File: src/rtl/uart_dl11_ctl_pkg.sv
// ============================================================================
// Module   : uart_dl11_ctl_pkg
// Purpose  : Register offsets, bit positions and FSM encodings for the DL11 console.
// Revision : 1.0
// ============================================================================
`default_nettype none

package uart_dl11_ctl_pkg;

    localparam logic [1:0] ADDR_RCSR = 2'd0;
    localparam logic [1:0] ADDR_RBUF = 2'd1;
    localparam logic [1:0] ADDR_XCSR = 2'd2;
    localparam logic [1:0] ADDR_XBUF = 2'd3;

    localparam int BIT_DONE  = 7;
    localparam int BIT_IE    = 6;
    localparam int BIT_READY = 7;
    localparam int BIT_ERR   = 15;
    localparam int BIT_OVR   = 14;

    typedef enum logic [1:0] {
        T_IDLE = 2'd0,
        T_LOAD = 2'd1,
        T_BUSY = 2'd2
    } tx_state_e;

    typedef enum logic [1:0] {
        R_WAIT = 2'd0,
        R_UNLD = 2'd1,
        R_CAPT = 2'd2
    } rx_state_e;

endpackage

`default_nettype wire

File: src/rtl/uart_baud_gen.sv
// ============================================================================
// Module   : uart_baud_gen
// Purpose  : Divides clk into the UART rxclk (16x baud) and txclk (baud).
// Revision : 1.0
// ============================================================================
`default_nettype none

module uart_baud_gen #(
    parameter int RX_DIV = 326
) (
    input  logic clk,
    input  logic reset,
    output logic rxclk_o,
    output logic txclk_o
);

    localparam logic [15:0] DIV_LAST = 16'(RX_DIV - 1);
    localparam logic [15:0] DIV_HALF = 16'(RX_DIV / 2);

    logic [15:0] cnt_q;
    logic [15:0] cnt_d;
    logic [2:0]  rise_cnt_q;
    logic        rxclk_q;
    logic        txclk_q;

    assign cnt_d = (cnt_q == DIV_LAST) ? 16'd0 : cnt_q + 16'd1;

    always_ff @(posedge clk or posedge reset) begin
        if (reset) begin
            cnt_q      <= 16'd0;
            rise_cnt_q <= 3'd0;
            rxclk_q    <= 1'b0;
            txclk_q    <= 1'b0;
        end else begin
            cnt_q   <= cnt_d;
            rxclk_q <= (cnt_q < DIV_HALF);
            // Count 0 is the edge on which rxclk rises.
            if (cnt_q == 16'd0) begin
                rise_cnt_q <= rise_cnt_q + 3'd1;
                if (rise_cnt_q == 3'd7) begin
                    txclk_q <= ~txclk_q;
                end
            end
        end
    end

    assign rxclk_o = rxclk_q;
    assign txclk_o = txclk_q;

endmodule

`default_nettype wire

File: src/rtl/uart_dl11_ctl.sv
// ============================================================================
// Module   : uart_dl11_ctl
// Purpose  : DL11 console register file and handshake sequencer for a byte UART.
// Revision : 1.0
// ============================================================================
`default_nettype none

module uart_dl11_ctl
    import uart_dl11_ctl_pkg::*;
#(
    parameter int RX_DIV = 326
) (
    input  logic        clk,
    input  logic        reset,
    input  logic [1:0]  bus_addr,
    input  logic        bus_rd,
    input  logic        bus_wr,
    input  logic [15:0] bus_wdata,
    output logic [15:0] bus_rdata,
    output logic        rx_irq,
    output logic        tx_irq,
    output logic        uart_rxclk,
    output logic        uart_txclk,
    output logic        uart_ld_tx_data,
    output logic [7:0]  uart_tx_data,
    output logic        uart_tx_enable,
    input  logic        uart_tx_empty,
    output logic        uart_uld_rx_data,
    input  logic [7:0]  uart_rx_data,
    output logic        uart_rx_enable,
    input  logic        uart_rx_empty
);

    tx_state_e   tx_state_q;
    rx_state_e   rx_state_q;
    logic        enable_q;
    logic [1:0]  tx_empty_sync_q;
    logic [1:0]  rx_empty_sync_q;
    logic        tx_empty_s;
    logic        rx_empty_s;
    logic        ld_q;
    logic [7:0]  tx_data_q;
    logic        ready_q;
    logic        xie_q;
    logic        uld_q;
    logic        done_q;
    logic        ovr_q;
    logic        rie_q;
    logic [7:0]  rbuf_data_q;
    logic        wr_rcsr;
    logic        wr_xcsr;
    logic        wr_xbuf;
    logic        rd_rbuf;
    logic        unused_wdata;

    uart_baud_gen #(
        .RX_DIV (RX_DIV)
    ) u_baud_gen (
        .clk     (clk),
        .reset   (reset),
        .rxclk_o (uart_rxclk),
        .txclk_o (uart_txclk)
    );

    assign wr_rcsr      = bus_wr && (bus_addr == ADDR_RCSR);
    assign wr_xcsr      = bus_wr && (bus_addr == ADDR_XCSR);
    assign wr_xbuf      = bus_wr && (bus_addr == ADDR_XBUF);
    assign rd_rbuf      = bus_rd && (bus_addr == ADDR_RBUF);
    assign unused_wdata = ^bus_wdata[15:8];

    // Empty flags come from the UART's own clock domains; reset high = "empty".
    always_ff @(posedge clk or posedge reset) begin
        if (reset) begin
            enable_q        <= 1'b0;
            tx_empty_sync_q <= 2'b11;
            rx_empty_sync_q <= 2'b11;
        end else begin
            enable_q        <= 1'b1;
            tx_empty_sync_q <= {tx_empty_sync_q[0], uart_tx_empty};
            rx_empty_sync_q <= {rx_empty_sync_q[0], uart_rx_empty};
        end
    end

    assign tx_empty_s = tx_empty_sync_q[1];
    assign rx_empty_s = rx_empty_sync_q[1];

    always_ff @(posedge clk or posedge reset) begin
        if (reset) begin
            tx_state_q <= T_IDLE;
            ld_q       <= 1'b0;
            tx_data_q  <= 8'd0;
            ready_q    <= 1'b1;
            xie_q      <= 1'b0;
        end else begin
            if (wr_xcsr) begin
                xie_q <= bus_wdata[BIT_IE];
            end
            case (tx_state_q)
                T_IDLE: begin
                    if (wr_xbuf && ready_q) begin
                        tx_data_q  <= bus_wdata[7:0];
                        ready_q    <= 1'b0;
                        ld_q       <= 1'b1;
                        tx_state_q <= T_LOAD;
                    end
                end
                T_LOAD: begin
                    if (!tx_empty_s) begin
                        ld_q       <= 1'b0;
                        tx_state_q <= T_BUSY;
                    end
                end
                T_BUSY: begin
                    if (tx_empty_s) begin
                        ready_q    <= 1'b1;
                        tx_state_q <= T_IDLE;
                    end
                end
                default: tx_state_q <= T_IDLE;
            endcase
        end
    end

    always_ff @(posedge clk or posedge reset) begin
        if (reset) begin
            rx_state_q  <= R_WAIT;
            uld_q       <= 1'b0;
            done_q      <= 1'b0;
            ovr_q       <= 1'b0;
            rie_q       <= 1'b0;
            rbuf_data_q <= 8'd0;
        end else begin
            if (wr_rcsr) begin
                rie_q <= bus_wdata[BIT_IE];
            end
            if (rd_rbuf) begin
                done_q <= 1'b0;
                ovr_q  <= 1'b0;
            end
            case (rx_state_q)
                R_WAIT: begin
                    if (!rx_empty_s) begin
                        uld_q      <= 1'b1;
                        rx_state_q <= R_UNLD;
                    end
                end
                R_UNLD: begin
                    if (rx_empty_s) begin
                        uld_q      <= 1'b0;
                        rx_state_q <= R_CAPT;
                    end
                end
                R_CAPT: begin
                    // Overrides a coincident RBUF read; that read consumed the prior byte.
                    rbuf_data_q <= uart_rx_data;
                    ovr_q       <= done_q & ~rd_rbuf;
                    done_q      <= 1'b1;
                    rx_state_q  <= R_WAIT;
                end
                default: rx_state_q <= R_WAIT;
            endcase
        end
    end

    always_comb begin
        bus_rdata = 16'd0;
        case (bus_addr)
            ADDR_RCSR: begin
                bus_rdata[BIT_DONE] = done_q;
                bus_rdata[BIT_IE]   = rie_q;
            end
            ADDR_RBUF: begin
                bus_rdata[BIT_ERR]  = ovr_q;
                bus_rdata[BIT_OVR]  = ovr_q;
                bus_rdata[7:0]      = rbuf_data_q;
            end
            ADDR_XCSR: begin
                bus_rdata[BIT_READY] = ready_q;
                bus_rdata[BIT_IE]    = xie_q;
            end
            default: bus_rdata = 16'd0;
        endcase
    end

    assign rx_irq           = done_q & rie_q;
    assign tx_irq           = ready_q & xie_q;
    assign uart_ld_tx_data  = ld_q;
    assign uart_tx_data     = tx_data_q;
    assign uart_uld_rx_data = uld_q;
    assign uart_tx_enable   = enable_q;
    assign uart_rx_enable   = enable_q;

endmodule

`default_nettype wire
File: config.mk
export PLATFORM = sky130hd
export DESIGN_NAME = uart_dl11_ctl
export DESIGN_NICKNAME = d
export VERILOG_FILES = /design/src/rtl/uart_dl11_ctl_pkg.sv /design/src/rtl/uart_baud_gen.sv /design/src/rtl/uart_dl11_ctl.sv
export SDC_FILE = /design/constraint.sdc
export NUM_CORES = 1
export LEC_CHECK = 0
export CAP_MARGIN = 10
export CORE_MARGIN = 2
export CORE_UTILIZATION = 30
export DETAILED_ROUTE_END_ITERATION = 7
export GPL_ROUTABILITY_DRIVEN = 0
export PLACE_DENSITY = 0.58
export SLEW_MARGIN = 20
export SYNTH_ARGS = -nofsm -noshare
export SYNTH_HDL_FRONTEND = slang
export SYNTH_HIERARCHICAL = 1
export SYNTH_SLANG_ARGS = --single-unit
File: constraint.sdc
create_clock -name clk -period 3.89 [get_ports clk]
set_clock_uncertainty 0.05 [all_clocks]
set_input_delay 0.778 -clock clk [delete_from_list [all_inputs] [get_ports clk]]
set_output_delay 0.778 -clock clk [all_outputs]
set_load 0.03 [all_outputs]
==> flow_metrics.py, run 1 <==
metrics = {
    "min_path": {
        "worstHoldPathType": "reg2reg",
    },
    "timing": {
        "finalHoldViolCount": 0,
        "finalSetupTns_ns": 0,
        "slew_headroom_pct": 44.5,
        "worst_pin_slew_ns": 0.831,
        "setup_violations": 0,
        "period_share_pct": 86.2,
        "period_needed_ns": 3.35,
        "rsz0062_at_grt": "false",
        "final_max_slew_viol_count": 0,
        "fmax_mhz": 298,
    },
    "clock_tree": {
        "path_clk_slew_ns": 0.09,
        "cts.htree.levels": 2,
        "clockBufferDepth": 2,
        "cts_hold_buf": 0,
        "clk_latency_ns": 0.30,
        "cts_resized": 0,
        "postCtsSetupBuffers": 0,
        "cts_tree": "built",
        "cts_made_buffers": 5,
        "clock_sinks": 53,
        "clockRootBuffer": "clkbuf_8",
    },
    "setup_path": {
        "critPathArrivalTime_ns": 2.53,
        "max_stage_delay_ns": 0.71,
        "path_class": "in2out",
        "cp_top_family": "buffers and inverters",
        "worstSetupEndpointType": "output pin",
        "cp.required_ns": 3.06,
        "startpoint_type": "input pin",
        "cp_slowest_cell": "clkdlybuf4s50_1",
        "cp_cell_sequence": "clkdlybuf4s50_1, and2b_2, nand2_1, o21ai_0, clkdlybuf4s50_1",
        "critPathBufInv": 2,
        "crit_fanout": 11,
        "path_common_cell": "clkdlybuf4s50_1",
    },
    "floorplan": {
        "core-area_um2": 7770,
        "rows": 32,
        "dieArea_um2": 8800,
        "ios": 64,
        "die_x_um": 93.8,
        "initial_core_util_pct": 31.1,
        "dieHeight_um": 93.8,
    },
    "route": {
        "ant_nets": 0,
        "drt_pass1_iterations": 4,
        "via_per_inst": 4.38,
        "vias": 1514,
        "post_drt_wl_per_cell_um": 12.1,
        "drc": 0,
        "drt_iter0_markers": 33,
        "drt-total-wl_um": 4170,
    },
    "pwr": {
        "power_leakage_nw": 1.35,
        "power.density_nw_per_um2": 476,
        "vdd_drop_max_mv": 0.126,
        "total_power_w": 0.00146,
    },
    "yosys": {
        "synthCells": 193,
        "ys_seq_area_share_pct": 55.1,
        "synth.avg_cell_area_um2": 12.5,
        "ys.flop_type": "dfrtp_1",
        "synth-compound-area-share_pct": 3.00,
        "synth-edff-count": 0,
        "synth_adder_area_share_pct": 2.59,
        "synth-xor-area-share_pct": 5.79,
        "async_flop_share_pct": 100,
        "yosysUniqueCellTypes": 40,
        "syn_area_um2": 2420,
        "synth_top_family_by_area": "simple AND/OR/NAND/NOR gates",
        "synth_mux_area_share_pct": 11.6,
        "yosys.area_share.simple_pct": 16.7,
        "ys_seq_elements": 53,
        "synth_warnings": 6,
    },
    "place": {
        "placed_area_um2": 2980,
        "dp.cells": 338,
        "portBuffers": 49,
        "dpl.hpwl_um": 3020,
    },
    "global_routing": {
        "grt_first_pass_wirelength_um": 7040,
        "grt.overflow.total": 0,
        "antenna_found_initial": 0,
        "grt_max_degree": 30,
        "gr-usage-all-layers_pct": 10.2,
        "grt_pass1_vias": 1491,
    },
    "finish": {
        "fin_area_um2": 3070,
        "drive_gt1_share_pct": 18.9,
        "finish.utilization_pct": 39.5,
        "stdcell_count": 346,
        "layout.nets": 280,
        "syn_to_final_growth_pct": 26.8,
        "n_antenna_cell": 0,
    },
    "flow_run": {
        "cap_violations": 0,
    },
    "run_status": {
        "status": "complete, no violations",
    },
}
[worst register-to-register path, stage by stage (launching register included)]
cell	delay, ns
dfstp_2	0.57
nand2_1	0.06
or4_4	0.54
mux2_4	0.34
[area by class of cell]
type	count	area, um^2
fill	782	4700
sequential	53	1330
multi-input combinational	124	986
timing repair buffer	51	505
tap	102	128
clock buffer	6	72.6
inverter	8	30.0
clock inverter	2	13.8
[worst paths after layout]
check	cells after the start	end	from	slack, ns
worst max-delay path	5	bus_rdata[7]	bus_addr[1]	0.54
worst min register to register	0	tx_empty_sync_q[1]$_DFF_PP1_	tx_empty_sync_q[0]$_DFF_PP1_	0.31
worst max register to register	3	uart_tx_data[0]$_DFFE_PP0P_	ready_q$_DFFE_PP1P_	2.23
worst min-delay path	0	tx_empty_sync_q[1]$_DFF_PP1_	tx_empty_sync_q[0]$_DFF_PP1_	0.31
max in group asynchronous	2	u_baud_gen/cnt_q[2]$_DFF_PP0_	reset	2.38
min in group asynchronous	2	uart_tx_data[2]$_DFFE_PP0P_	reset	0.84
[power breakdown]
part	internal (W)	leakage, nW	total, W	switching, W
registers	0.000647	0.648	0.000695	0.0000483
clock network	0.000129	0.0456	0.000307	0.000178
logic	0.000229	0.654	0.000458	0.000229
[sequential cells by signal (all words and copies together), names as in the netlist]
signal / cells
done_q: 1
ovr_q: 1
rbuf_data_q: 8
ready_q: 1
rie_q: 1
rx_empty_sync_q: 2
rx_state_q: 2
tx_empty_sync_q: 2
tx_state_q: 2
u_baud_gen/cnt_q: 16
u_baud_gen/rise_cnt_q: 3
u_baud_gen/rxclk_o: 1
u_baud_gen/txclk_o: 1
uart_ld_tx_data: 1
uart_rx_enable: 1
uart_tx_data: 8
uart_uld_rx_data: 1
xie_q: 1
[synthesized netlist by cell type (all sizes together) (2+ instances only)]
cell type	number	area, um^2
o21ai	6	30.0
inv	8	30.0
conb	2	7.51
nor3	3	31.3
dfrtp	48	1200
nand2b	2	12.5
nor2	11	41.3
and4	4	37.5
buf	11	81.3
xor2	5	43.8
dfstp	5	131
xnor2	11	96.3
nor3b	3	22.5
nor2b	2	12.5
nand4	6	58.8
mux2	20	251
and2	9	56.3
clkbuf	2	7.51
nor4	3	37.5
nand3	6	30.0
nand2	9	36.3
a21oi	3	15.0
mux2i	3	30.0
ha	5	62.6
[logic make-up after synthesis]
kind of cell	count (synthesis)
AOI/OAI and AO/OA	12
other	2
muxes	23
DFF	53
and+or+nand+nor	61
xor gates and xnor gates	16
adders and majority gates	5
buffers and inverters	21
[metal layers]
metal	up-vias	global-route usage, %	share of wire [%]
met3	5	3.13	6.5
li1	746	-	-
met1	724	13.7	48
met2	39	15.5	44
met4	0	3.62	1.3
met5	-	0	0
[per-stage QoR]
stage	setup WS (ns)	hold WS, ns
after global placement	0.510	0.296
after floorplan	1.31	0.295
after CTS	0.516	0.312
after detailed placement	0.527	0.298
final	0.536	0.310
after global routing	0.407	0.316
[layout by cell type (no fill, tap or decap), types with 3 or more instances in the layout]
cell type	instances
a21oi_1	3
and2_1	9
clkbuf_8	5
clkdlybuf4s50_1	49
conb_1	7
dfrtp_1	48
dfstp_2	5
ha_1	5
inv_1	7
mux2_2	12
mux2_4	7
mux2i_1	3
nand2_1	8
nand3_1	6
nand4_1	4
nor2_1	11
nor3b_1	3
nor4_2	3
o21ai_0	6
xnor2_1	11
xor2_1	5
Note: power is estimated with default switching activity, not from simulation.
==> inputs of run 2 (changes only) <==
- DONT_BUFFER_PORTS: default -> 1
- PLACE_DENSITY: 0.58 -> 0.48
==> run 2 against run 1 <==
  * Critical path depth decreased by 3
  * Worst hold slack about the same
  * Cell area decreased by 16%
  * Flip-flop and latch count unchanged
  * Clock power increased by 5%
  * Count of clock-buffer cells in the layout decreased by 1
  * Combinational power decreased by 57%
  * Sequential share of layout area increased by 8.3 points
  * Wire length decreased by 7.7%
  * Critical endpoint unchanged
  * Largest power group unchanged
  * Highest routed layer unchanged
==> flow_metrics.py, run 2 (synthesized netlist as in run 1, its figures left out) <==
metrics = {
    "run_status": {
        "status": "complete, no violations",
    },
    "route": {
        "ant_nets": 0,
        "drc": 0,
        "via_per_inst": 4.56,
        "drt_iter0_markers": 24,
        "vias": 1351,
        "post_drt_wl_per_cell_um": 13.0,
        "drt-total-wl_um": 3850,
        "drt_pass1_iterations": 4,
    },
    "timing": {
        "final_max_slew_viol_count": 0,
        "rsz0062_at_grt": "false",
        "finalSetupTns_ns": 0,
        "period_share_pct": 64.8,
        "fmax_mhz": 397,
        "finalHoldViolCount": 0,
        "slew_headroom_pct": 35.6,
        "period_needed_ns": 2.52,
        "worst_pin_slew_ns": 0.956,
        "setup_violations": 0,
    },
    "pwr": {
        "power_leakage_nw": 1.16,
        "clkPwrFrac_pct": 24.4,
        "p_comb_share_pct": 14.8,
        "swShare_pct": 33.6,
        "power.density_nw_per_um2": 511,
        "vdd_drop_max_mv": 0.104,
        "sequentialPowerShare_pct": 60.8,
        "p_sw_w": 0.000443,
        "p_int_w": 0.000875,
    },
    "floorplan": {
        "rows": 32,
        "initial_core_util_pct": 31.1,
        "dieArea_um2": 8800,
        "dieHeight_um": 93.8,
        "die_x_um": 93.8,
        "core-area_um2": 7770,
        "ios": 64,
    },
    "clock_tree": {
        "cts_made_buffers": 5,
        "cts_hold_buf": 0,
        "cts_resized": 0,
        "path_clk_slew_ns": 0.10,
        "clockBufferDepth": 2,
        "cts.htree.levels": 2,
        "cts_tree": "built",
        "clockRootBuffer": "clkbuf_8",
        "clock_sinks": 53,
        "clk_latency_ns": 0.31,
        "postCtsSetupBuffers": 0,
    },
    "min_path": {
        "worstHoldPathType": "reg2reg",
        "hold_depth": 0,
    },
    "finish": {
        "largest_reg_flops": 16,
        "stdcell_count": 296,
        "fin_area_um2": 2580,
        "mostFrequentLayoutCell": "dfrtp_1",
        "layout.nets": 230,
        "regMostFlops": "u_baud_gen/cnt_q",
        "finish.utilization_pct": 33.2,
        "final_cell_mix": "dfrtp_1 (48), mux2_2 (12), nor2_1 (11), xnor2_1 (11), and2_1 (9)",
        "fillers": 786,
        "drive_gt1_share_pct": 23.2,
        "syn_to_final_growth_pct": 6.57,
        "n_antenna_cell": 0,
    },
    "setup_path": {
        "startpoint_type": "register",
        "cp.required_ns": 3.06,
        "worstSetupEndpointType": "output pin",
        "ff2ff_path_depth": 2,
        "crit_fanout": 4,
        "critPathArrivalTime_ns": 1.69,
        "path_class": "reg2out",
    },
    "flow_run": {
        "cap_violations": 0,
    },
    "place": {
        "placed_area_um2": 2480,
        "portBuffers": 0,
        "dp.cells": 288,
        "dpl.hpwl_um": 2760,
    },
    "global_routing": {
        "grt_first_pass_wirelength_um": 6490,
        "antenna_found_initial": 0,
        "grt_pass1_vias": 1409,
        "gr-usage-all-layers_pct": 9.27,
        "grt_max_degree": 33,
        "grt.overflow.total": 0,
    },
}
==> run 2: layout make-up <==
type	count	area (um^2)	share of cell area, %
flip-flops and latches	53	1330	51.7
multi-input cells	124	986	38.3
well taps	102	128	4.95
clock buffers	5	68.8	2.67
inverters	8	30.0	1.17
clock inverters	3	25.0	0.971
repair buffers	1	7.51	0.291
==> run 2: through the flow <==
stage | hold WS (ns) | power [W] | setup WS [ns]
6_report | 0.310 | 0.00132 | 1.37
2_1_floorplan | 0.295 | 0.000987 | 1.31
3_3_place_gp | 0.296 | 0.00101 | 1.44
5_1_grt | 0.316 | 0.00140 | 1.28
4_1_cts | 0.313 | 0.00135 | 1.34
3_5_place_dp | 0.297 | 0.00101 | 1.44
==> run 2: worst paths after layout <==
path / slack (ns) / startpoint / endpoint
min: 0.31 / rx_empty_sync_q[0]$_DFF_PP1_ / rx_empty_sync_q[1]$_DFF_PP1_
min in group asynchronous: 0.37 / reset / uart_tx_data[4]$_DFFE_PP0P_
min reg2reg: 0.31 / rx_empty_sync_q[0]$_DFF_PP1_ / rx_empty_sync_q[1]$_DFF_PP1_
max reg2reg: 2.19 / rx_state_q[1]$_DFFE_PP0P_ / rbuf_data_q[2]$_DFFE_PP0P_
max: 1.37 / ready_q$_DFFE_PP1P_ / bus_rdata[7]
max in group asynchronous: 2.84 / reset / u_baud_gen/cnt_q[9]$_DFF_PP0_
==> run 2: worst max-delay path, cell delays in order (launching register included) <==
cell and delay (ns):
dfstp_2 0.57, mux2i_1 0.07, o21ai_0 0.75
==> run 2: routing by layer <==
metal / vias to the layer above / track usage [%] / routed length [um]
met3: 5 / 3.13 / 269
met1: 668 / 11.5 / 1740
met4: 0 / 3.74 / 55
li1: 638 / - / -
met5: - / 0 / 0
met2: 40 / 14.8 / 1790
==> run 2: power by group through the flow <==
stage,clock network (W),registers [W],logic (W)
floorplan,0,0.000798,0.000189
CTS,0.000347,0.000804,0.000200
detailed placement,0,0.000815,0.000199
global route,0.000365,0.000818,0.000217
global placement,0,0.000815,0.000196
finish,0.000321,0.000802,0.000196
==> inputs of run 3 (changes only) <==
- PLACE_DENSITY: 0.48 -> 0.49
- clock period: 3.89 -> 2 ns (I/O delays scaled with it)
==> run 3 against run 2 <==
  * Total power up 96%
  * Die area unchanged
  * Count of clock-buffer cells in the layout up 1
  * Non-clock buffer count up 6
  * Core utilization up 0.64 points
  * Combinational power up 100%
  * Register-to-register slack worse by 1.9 ns
  * Cell area up 1.9%
  * Critical endpoint unchanged
  * Largest power group unchanged
==> flow_metrics.py, run 3 (synthesized netlist as in run 1, its figures left out) <==
metrics = {
    "run_status": {
        "status": "complete, no violations",
    },
    "timing": {
        "final_max_slew_viol_count": 0,
        "setup_violations": 0,
        "fmax_mhz": 586,
        "period_share_pct": 85.4,
        "slew_headroom_pct": 64.9,
        "finalHoldViolCount": 0,
        "finalSetupTns_ns": 0,
        "worst_pin_slew_ns": 0.526,
        "hold_ws_ns": 0.00561,
        "rsz0062_at_grt": "false",
        "period_needed_ns": 1.71,
        "fin_ws_ns": 0.292,
    },
    "finish": {
        "n_antenna_cell": 0,
        "largest_reg_flops": 16,
        "fillers": 797,
        "regMostFlops": "u_baud_gen/cnt_q",
        "layout.nets": 236,
        "mostFrequentLayoutCell": "dfrtp_1",
        "multi_input_area_um2": 986,
        "final_cell_mix": "dfrtp_1 (48), mux2_2 (12), nor2_1 (11), xnor2_1 (11), and2_1 (9)",
        "syn_to_final_growth_pct": 8.64,
        "regArea_um2": 1330,
        "drive_gt1_share_pct": 25.0,
    },
    "route": {
        "via_per_inst": 4.47,
        "drt_pass1_iterations": 4,
        "ant_nets": 0,
        "post_drt_wl_per_cell_um": 12.8,
        "vias": 1350,
        "drc": 0,
        "drt-total-wl_um": 3870,
        "drt_iter0_markers": 46,
    },
    "floorplan": {
        "ios": 64,
        "die_x_um": 93.8,
        "initial_core_util_pct": 31.1,
        "dieArea_um2": 8800,
        "rows": 32,
        "dieHeight_um": 93.8,
        "core-area_um2": 7770,
    },
    "setup_path": {
        "rr_startpoint": "u_baud_gen/cnt_q[1]$_DFF_PP0_",
        "worstSetupEndpointType": "output pin",
        "r2r_slack_ns": 0.32,
        "crit_fanout": 4,
        "cp.required_ns": 1.55,
        "path_class": "reg2out",
        "critPathLaunch": "ready_q$_DFFE_PP1P_",
        "critPathArrivalTime_ns": 1.26,
        "startpoint_type": "register",
    },
    "place": {
        "portBuffers": 0,
        "dpl.hpwl_um": 2710,
        "dp_worst_setup_slack_ns": 0.325,
    },
    "pwr": {
        "total_power_w": 0.00259,
        "vdd_drop_max_mv": 0.223,
        "power.density_nw_per_um2": 986,
        "power_leakage_nw": 1.19,
    },
    "global_routing": {
        "antenna_found_initial": 0,
        "grt_max_degree": 33,
        "gr-usage-all-layers_pct": 9.28,
        "grt.overflow.total": 0,
        "grt_first_pass_wirelength_um": 6550,
        "grt_pass1_vias": 1384,
    },
    "clock_tree": {
        "cts_resized": 0,
        "postCtsSetupBuffers": 0,
        "cts_tree": "built",
        "clk_latency_ns": 0.30,
        "clock_sinks": 53,
        "clockRootBuffer": "clkbuf_8",
        "clockBufferDepth": 2,
        "path_clk_slew_ns": 0.09,
        "cts.htree.levels": 2,
        "cts_made_buffers": 5,
    },
    "flow_run": {
        "cap_violations": 0,
    },
    "min_path": {
        "worstHoldPathType": "in2async",
    },
}
run 3: changes by cell type in the layout (fill, tap and decap cells not counted), sizes merged:
cell         previous run  this run
buf                     1         6
clkbuf                  5         6
clkinv                  1         2
clkinvlp                1         0
dlygate4sd3             0         1
inv                     9         8
run 3: layout make-up:
type	count	share of cell area [%]
flip-flops and latches	53	50.7
inverters	8	1.14
clock buffers	6	3.14
repair buffers	7	2.10
clock inverters	2	0.524
well taps	102	4.86
multi-input cells	124	37.5
run 3: path summary, 6_finish.rpt:
check                                                  endpoint  cells past startpoint
setup reg to reg           u_baud_gen/rise_cnt_q[1]$_DFFE_PP0N_                      5
hold reg to reg                    rx_empty_sync_q[1]$_DFF_PP1_                      0
max in group asynchronous         u_baud_gen/cnt_q[9]$_DFF_PP0_                      3
setup / recovery                                   bus_rdata[7]                      3
hold / removal                      uart_tx_data[0]$_DFFE_PP0P_                      2
min in group clk                   tx_empty_sync_q[0]$_DFF_PP1_                      0
run 3: per-stage QoR:
step | utilization (%) | std cells | cell area (um^2)
2_1_floorplan | - | 198 | 2440
3_3_place_gp | 32.5 | 293 | 2520
3_5_place_dp | 32.5 | 293 | 2520
4_1_cts | 33.8 | 302 | 2630
5_1_grt | 33.8 | 302 | 2630
6_report | 33.8 | 302 | 2630
run 3: layer usage:
metal	up-vias	global-route usage, %	wire length [um]
met4	0	3.02	51
met2	39	14.3	1710
li1	650	-	-
met1	655	12.2	1840
met5	-	0	0
met3	6	3.13	263
run 3: where the power goes:
group / leakage [nW] / switching, W / internal, W
registers: 0.648 / 0.000304 / 0.00126
logic: 0.493 / 0.000191 / 0.000209
clock network: 0.0512 / 0.000348 / 0.000281
total: 1.19 / 0.000844 / 0.00175
run 3: timing repair:
item | 4_1_cts | 5_1_grt
setup endpoints to repair | 0 | 0
hold endpoints to repair | 21 | 0
hold buffers | 1 | 0
run 3: worst max-delay path: stages, from the launching register on:
cell	delay (ns)
dfstp_2	0.56
mux2i_1	0.07
o21ai_0	0.14
buf_4	0.18
